### config.mk
export PLATFORM = sky130hd
export DESIGN_NAME = fact_arbiter
export DESIGN_NICKNAME = d
export VERILOG_FILES = /design/src/rtl/fact_arbiter.sv
export SDC_FILE = /design/constraint.sdc
export NUM_CORES = 1
export LEC_CHECK = 0
export BUFFER_PORTS_ARGS = -buffer_cell sky130_fd_sc_hd__buf_2
export CORE_AREA = 2 2 133 135
export CTS_BUF_LIST = sky130_fd_sc_hd__clkbuf_2
export DETAILED_ROUTE_END_ITERATION = 12
export DIE_AREA = 0 0 135 137
export SYNTH_ARGS = -nofsm -noshare
export SYNTH_HDL_FRONTEND = slang
export SYNTH_SLANG_ARGS = --single-unit
### constraint.sdc
create_clock -name clk -period 2.35 [get_ports clk]
set_clock_uncertainty 0.15 [all_clocks]
set_input_delay 0.1175 -clock clk [delete_from_list [all_inputs] [get_ports clk]]
set_output_delay 0.1175 -clock clk [all_outputs]
set_load 0.02 [all_outputs]
### src/rtl/fact_arbiter.sv
// fact_arbiter
// Shares one factorial accelerator between two requesters (port 0: CPU
// memory-mapped path, port 1: GPI-driven path). A granted request is acked,
// its operand latched, the accelerator started with a go pulse and the
// result delivered to the owning port with a one-cycle done pulse.
// Operands above MAX_N are rejected without starting the unit, and a unit
// that never completes is abandoned after TIMEOUT cycles with an error.
//
// Ports:
//   clk, rst          system clock, synchronous active-high reset
//   req0/n0           requester 0 request (held until ack0) and operand
//   ack0              one-cycle pulse: request 0 accepted, n0 latched
//   done0             one-cycle pulse: res0/err0 updated
//   res0/err0         requester 0 result and error, held until next delivery
//   req1..err1        same as port 0, for requester 1
//   fu_go/fu_n        start pulse and operand to the accelerator
//   fu_done/fu_result accelerator completion level and product
//   busy              high whenever the arbiter is not idle
module fact_arbiter #(
    parameter int MAX_N   = 12,
    parameter int TIMEOUT = 64
) (
    input  logic        clk,
    input  logic        rst,
    input  logic        req0,
    input  logic [3:0]  n0,
    output logic        ack0,
    output logic        done0,
    output logic [31:0] res0,
    output logic        err0,
    input  logic        req1,
    input  logic [3:0]  n1,
    output logic        ack1,
    output logic        done1,
    output logic [31:0] res1,
    output logic        err1,
    output logic        fu_go,
    output logic [3:0]  fu_n,
    input  logic        fu_done,
    input  logic [31:0] fu_result,
    output logic        busy
);

    localparam int         CW        = $clog2(TIMEOUT + 1);
    localparam logic [3:0] MAX_N_L   = 4'(MAX_N);
    localparam logic [CW-1:0] TO_LAST = CW'(TIMEOUT - 1);

    typedef enum logic [2:0] {
        IDLE,
        ISSUE,
        WAIT_LO,
        WAIT_HI,
        DELIVER
    } state_t;

    state_t        state;
    logic          last_grant;
    logic          owner;
    logic [3:0]    n_lat;
    logic [31:0]   cap_res;
    logic          cap_err;
    logic [CW-1:0] cnt;

    logic       grant1;
    logic [3:0] sel_n;
    logic       timeout_hit;

    // On a tie the port that was not served last wins; a lone request wins.
    assign grant1 = req1 && (!req0 || !last_grant);
    assign sel_n  = grant1 ? n1 : n0;

    // Abandon the job on the cycle the counter would step onto TIMEOUT-1,
    // which places the done pulse exactly TIMEOUT cycles after fu_go.
    assign timeout_hit = (cnt + CW'(1)) == TO_LAST;

    assign busy = (state != IDLE);

    // NOTE: all state and outputs here are registers, so every assignment in
    // this block is non-blocking; pulses are cleared by default each cycle
    // and set only in the branch that raises them.
    always_ff @(posedge clk) begin
        if (rst) begin
            state      <= IDLE;
            last_grant <= 1'b1;
            owner      <= 1'b0;
            n_lat      <= '0;
            cap_res    <= '0;
            cap_err    <= 1'b0;
            cnt        <= '0;
            ack0       <= 1'b0;
            ack1       <= 1'b0;
            done0      <= 1'b0;
            done1      <= 1'b0;
            res0       <= '0;
            res1       <= '0;
            err0       <= 1'b0;
            err1       <= 1'b0;
            fu_go      <= 1'b0;
            fu_n       <= '0;
        end else begin
            ack0  <= 1'b0;
            ack1  <= 1'b0;
            done0 <= 1'b0;
            done1 <= 1'b0;
            fu_go <= 1'b0;

            case (state)
                IDLE: begin
                    if (req0 || req1) begin
                        owner      <= grant1;
                        last_grant <= grant1;
                        ack0       <= !grant1;
                        ack1       <= grant1;
                        n_lat      <= sel_n;
                        if (sel_n > MAX_N_L) begin
                            cap_res <= '0;
                            cap_err <= 1'b1;
                            state   <= DELIVER;
                        end else begin
                            state   <= ISSUE;
                        end
                    end
                end

                ISSUE: begin
                    fu_go <= 1'b1;
                    fu_n  <= n_lat;
                    cnt   <= '0;
                    state <= WAIT_LO;
                end

                // A done level left over from the previous job must drop
                // before a completion can be trusted.
                WAIT_LO: begin
                    cnt <= cnt + CW'(1);
                    if (timeout_hit) begin
                        cap_res <= '0;
                        cap_err <= 1'b1;
                        state   <= DELIVER;
                    end else if (!fu_done) begin
                        state <= WAIT_HI;
                    end
                end

                // Completion takes precedence over a coincident timeout.
                WAIT_HI: begin
                    cnt <= cnt + CW'(1);
                    if (fu_done) begin
                        cap_res <= fu_result;
                        cap_err <= 1'b0;
                        state   <= DELIVER;
                    end else if (timeout_hit) begin
                        cap_res <= '0;
                        cap_err <= 1'b1;
                        state   <= DELIVER;
                    end
                end

                DELIVER: begin
                    if (owner) begin
                        res1  <= cap_res;
                        err1  <= cap_err;
                        done1 <= 1'b1;
                    end else begin
                        res0  <= cap_res;
                        err0  <= cap_err;
                        done0 <= 1'b1;
                    end
                    state <= IDLE;
                end

                default: state <= IDLE;
            endcase
        end
    end

endmodule

==> impl_metrics.env <==
export IMPL_status="finished clean"
export IMPL_antenna_found_initial=0
export IMPL_nets=808
export IMPL_netlist_area_um2=4997
export IMPL_ys_seq_area_frac=0.4967
export IMPL_regToRegEndpoint="cap_res[28]"
export IMPL_grt_start_max_net_pins=62
export IMPL_min_period_ns=2.288
export IMPL_cts_setup_buffers=0
export IMPL_portBuffers=120
export IMPL_grt_usage=0.1563
export IMPL_start_util=0.2930
export IMPL_clock_sinks=124
export IMPL_clock_latency_ns=0.69
export IMPL_dr_pass1_iters=4
export IMPL_clk_pin_slew_ns=0.20
export IMPL_ys_top_cells_by_area="dfxtp_1 (50%), a21oi_1 (13%), nand2_1 (12%), a211oi_2 (4.8%), clkbuf_1 (2.3%)"
export IMPL_rows=48
export IMPL_cts_max_path_buffers=2
export IMPL_powerDensity_nw_per_um2=631.7
export IMPL_htreeDepth=4
export IMPL_gp_congestion=0.8605
export IMPL_drtIter0Drc=232
export IMPL_ys_flop_type="dfxtp_1"
export IMPL_drc=0
export IMPL_overflow=0
export IMPL_report_final_slew_viol_count=0
export IMPL_wl_per_cell_um=14.33
export IMPL_critical_path_reg2reg_startpoint="cnt[0]"
export IMPL_grt_pass1_wl_mm=22.76
export IMPL_areaGrowthSynthToFinish_pct=32.87
export IMPL_period_share=0.9737
export IMPL_cp_required_ns=2.76
export IMPL_hold_depth=3
export IMPL_cp_arrival_ns=2.70
export IMPL_die_height_um=137
export IMPL_ys_types=48
export IMPL_worst_pin_slew_ns=0.8544
export IMPL_ys_seq_elements=124
export IMPL_yosysWarnings=0
export IMPL_synth_edf_count=0
export IMPL_min_path_type="input pin to register"
export IMPL_cts_tree="done"
export IMPL_leakage_uw=0.002575
export IMPL_tns_ns=0
export IMPL_routed_wirelength_mm=14.32
export IMPL_dieArea_um2=18500
export IMPL_irDropWorstVdd_uv=339.3
export IMPL_hp_start="rst"
export IMPL_vias=4646
export IMPL_maxCapViolCount=0
export IMPL_syn_num_nets=643
export IMPL_max_slew_margin=0.4304
export IMPL_synth_common_cells="nand2_1 (164), a21oi_1 (131), dfxtp_1 (124)"
export IMPL_end_kind="register"
export IMPL_yosysMostFrequentCell="nand2_1"
export IMPL_die_width_um=135
export IMPL_r2r_slack_ns=0.06
export IMPL_cts_root_buffer="clkbuf_2"
export IMPL_crit_fanout=7
export IMPL_core_region_area_um2=17060
export IMPL_netlist_area_leader_share=0.4967
export IMPL_r2r_cells=6
export IMPL_holdWs_ns=0.1134
export IMPL_dp_hpwl_mm=9.225
export IMPL_cts_buffers_inserted=17
export IMPL_rsz0062_at_grt="false"
export IMPL_synth_top_area_cell="dfxtp_1"
export IMPL_setup_viol_count_final=0
export IMPL_async_flop_share=0
export IMPL_grt_pass1_vias=4520
export IMPL_hold_violations=0
export IMPL_syn_area_per_cell_um2=8.385
export IMPL_drive_above_1_share=0.2636
export IMPL_n_antenna_cell=0
export IMPL_min_to="res1[20]"
export IMPL_ant_nets=0
export IMPL_io_pins=121
export IMPL_path_class="register to register"
export IMPL_synth_cells=596
export IMPL_avgViaCountPerCell=4.651
export IMPL_start_kind="register"
export IMPL_max_freq_mhz=437.0
## sequential cells by signal, indices dropped and copies added, names as in the netlist, 3 cells and up
| signal | cells |
|---|---|
| cap_res | 32 |
| res0 | 32 |
| res1 | 32 |
| cnt | 7 |
| fu_n | 4 |
| n_lat | 4 |
| state | 3 |
## placed cells by master (no fill, tap or decap), types with 2 or more instances in the layout
cell | Yosys | routed
mux2i_1 | 6 | 6
a21o_1 | 3 | 3
a211oi_2 | 19 | 19
nand2b_1 | 2 | 2
clkinv_2 | 0 | 3
clkbuf_2 | 1 | 19
a22oi_1 | 2 | 2
or2_2 | 2 | 2
nand3_4 | 1 | 2
o221ai_1 | 6 | 5
nand2_1 | 164 | 164
o21ai_0 | 4 | 4
buf_2 | 4 | 119
a211oi_1 | 11 | 11
buf_4 | 2 | 12
o21a_1 | 2 | 2
nand3_1 | 5 | 4
nor2_1 | 29 | 27
clkinv_1 | 0 | 3
buf_12 | 0 | 4
nor2_4 | 0 | 2
nand3_2 | 1 | 2
nor4_1 | 2 | 2
o221ai_2 | 1 | 2
clkinvlp_4 | 0 | 3
o211ai_1 | 2 | 2
bufinv_16 | 0 | 2
dfxtp_1 | 124 | 123
dlygate4sd3_1 | 0 | 52
a21oi_1 | 131 | 131
clkinv_4 | 0 | 2
nor3_1 | 4 | 4
inv_1 | 11 | 11
## worst max-delay path by stage
stage                       end    from  cells past startpoint
floorplan           cap_res[24]  cnt[0]                      6
detailed placement   cap_res[4]  cnt[0]                      6
global route        cap_res[28]  cnt[0]                      6
finish              cap_res[28]  cnt[0]                      6
global placement     cap_res[4]  cnt[0]                      6
CTS                  cap_res[0]  cnt[0]                      6
## metal layers
metal | track usage | part of all wire
met1 | 0.2026 | 0.47
met2 | 0.2496 | 0.46
met3 | 0.05185 | 0.061
met4 | 0.04340 | 0.0094
met5 | 0 | 0
## where the power goes
group	total, uW	internal, uW	leakage (uW)	switching [uW]
logic	690	254	0.00144	436
clock network	1290	480	0.000132	807
registers	2220	2160	0.00100	54.6
total	4190	2900	0.00257	1300
## worst max-delay path, stage by stage (launching register included)
cell and delay, ns:
dfxtp_1 0.35, ha_2 0.23, nand4bb_1 0.22, o2bb2a_4 0.22, a221o_4 0.46, a32oi_4 0.38, o221ai_1 0.16
## timing repair
item                       CTS  global route
gates resized for setup      1             4
cloned                       0             1
hold buffers                52             0
pin swaps                    0             1
hold endpoints to repair    89             0
setup endpoints to repair    1            23
## cell type report
type | instances | area, um2
fill | 1781 | 10420
inverter | 11 | 41.29
multi-input combinational | 420 | 2326
tap | 225 | 281.5
timing repair buffer | 187 | 1286
sequential | 124 | 2484
clock buffer | 19 | 95.09
clock inverter | 13 | 126.4
## logic make-up after synthesis
logic type | Yosys count | synth area share
compound gates | 190 | 0.2531
fa+ha+maj | 2 | 0.005007
buf+inv | 53 | 0.04857
flops | 124 | 0.4967
mux | 6 | 0.01202
simple gates | 221 | 0.1845
## per-stage QoR
step	cells	util	setup slack [ns]	instance area (um2)	power (uW)
after floorplan	596	-	0.2021	4997	2675
after global placement	914	0.3438	0.1061	5864	2863
after detailed placement	914	0.3438	0.07079	5864	2868
after CTS	998	0.3877	0.02775	6613	4250
after global routing	999	0.3893	0.004436	6640	4427
final	999	0.3893	0.06171	6640	4194
Note: power is estimated with default switching activity, not from simulation.
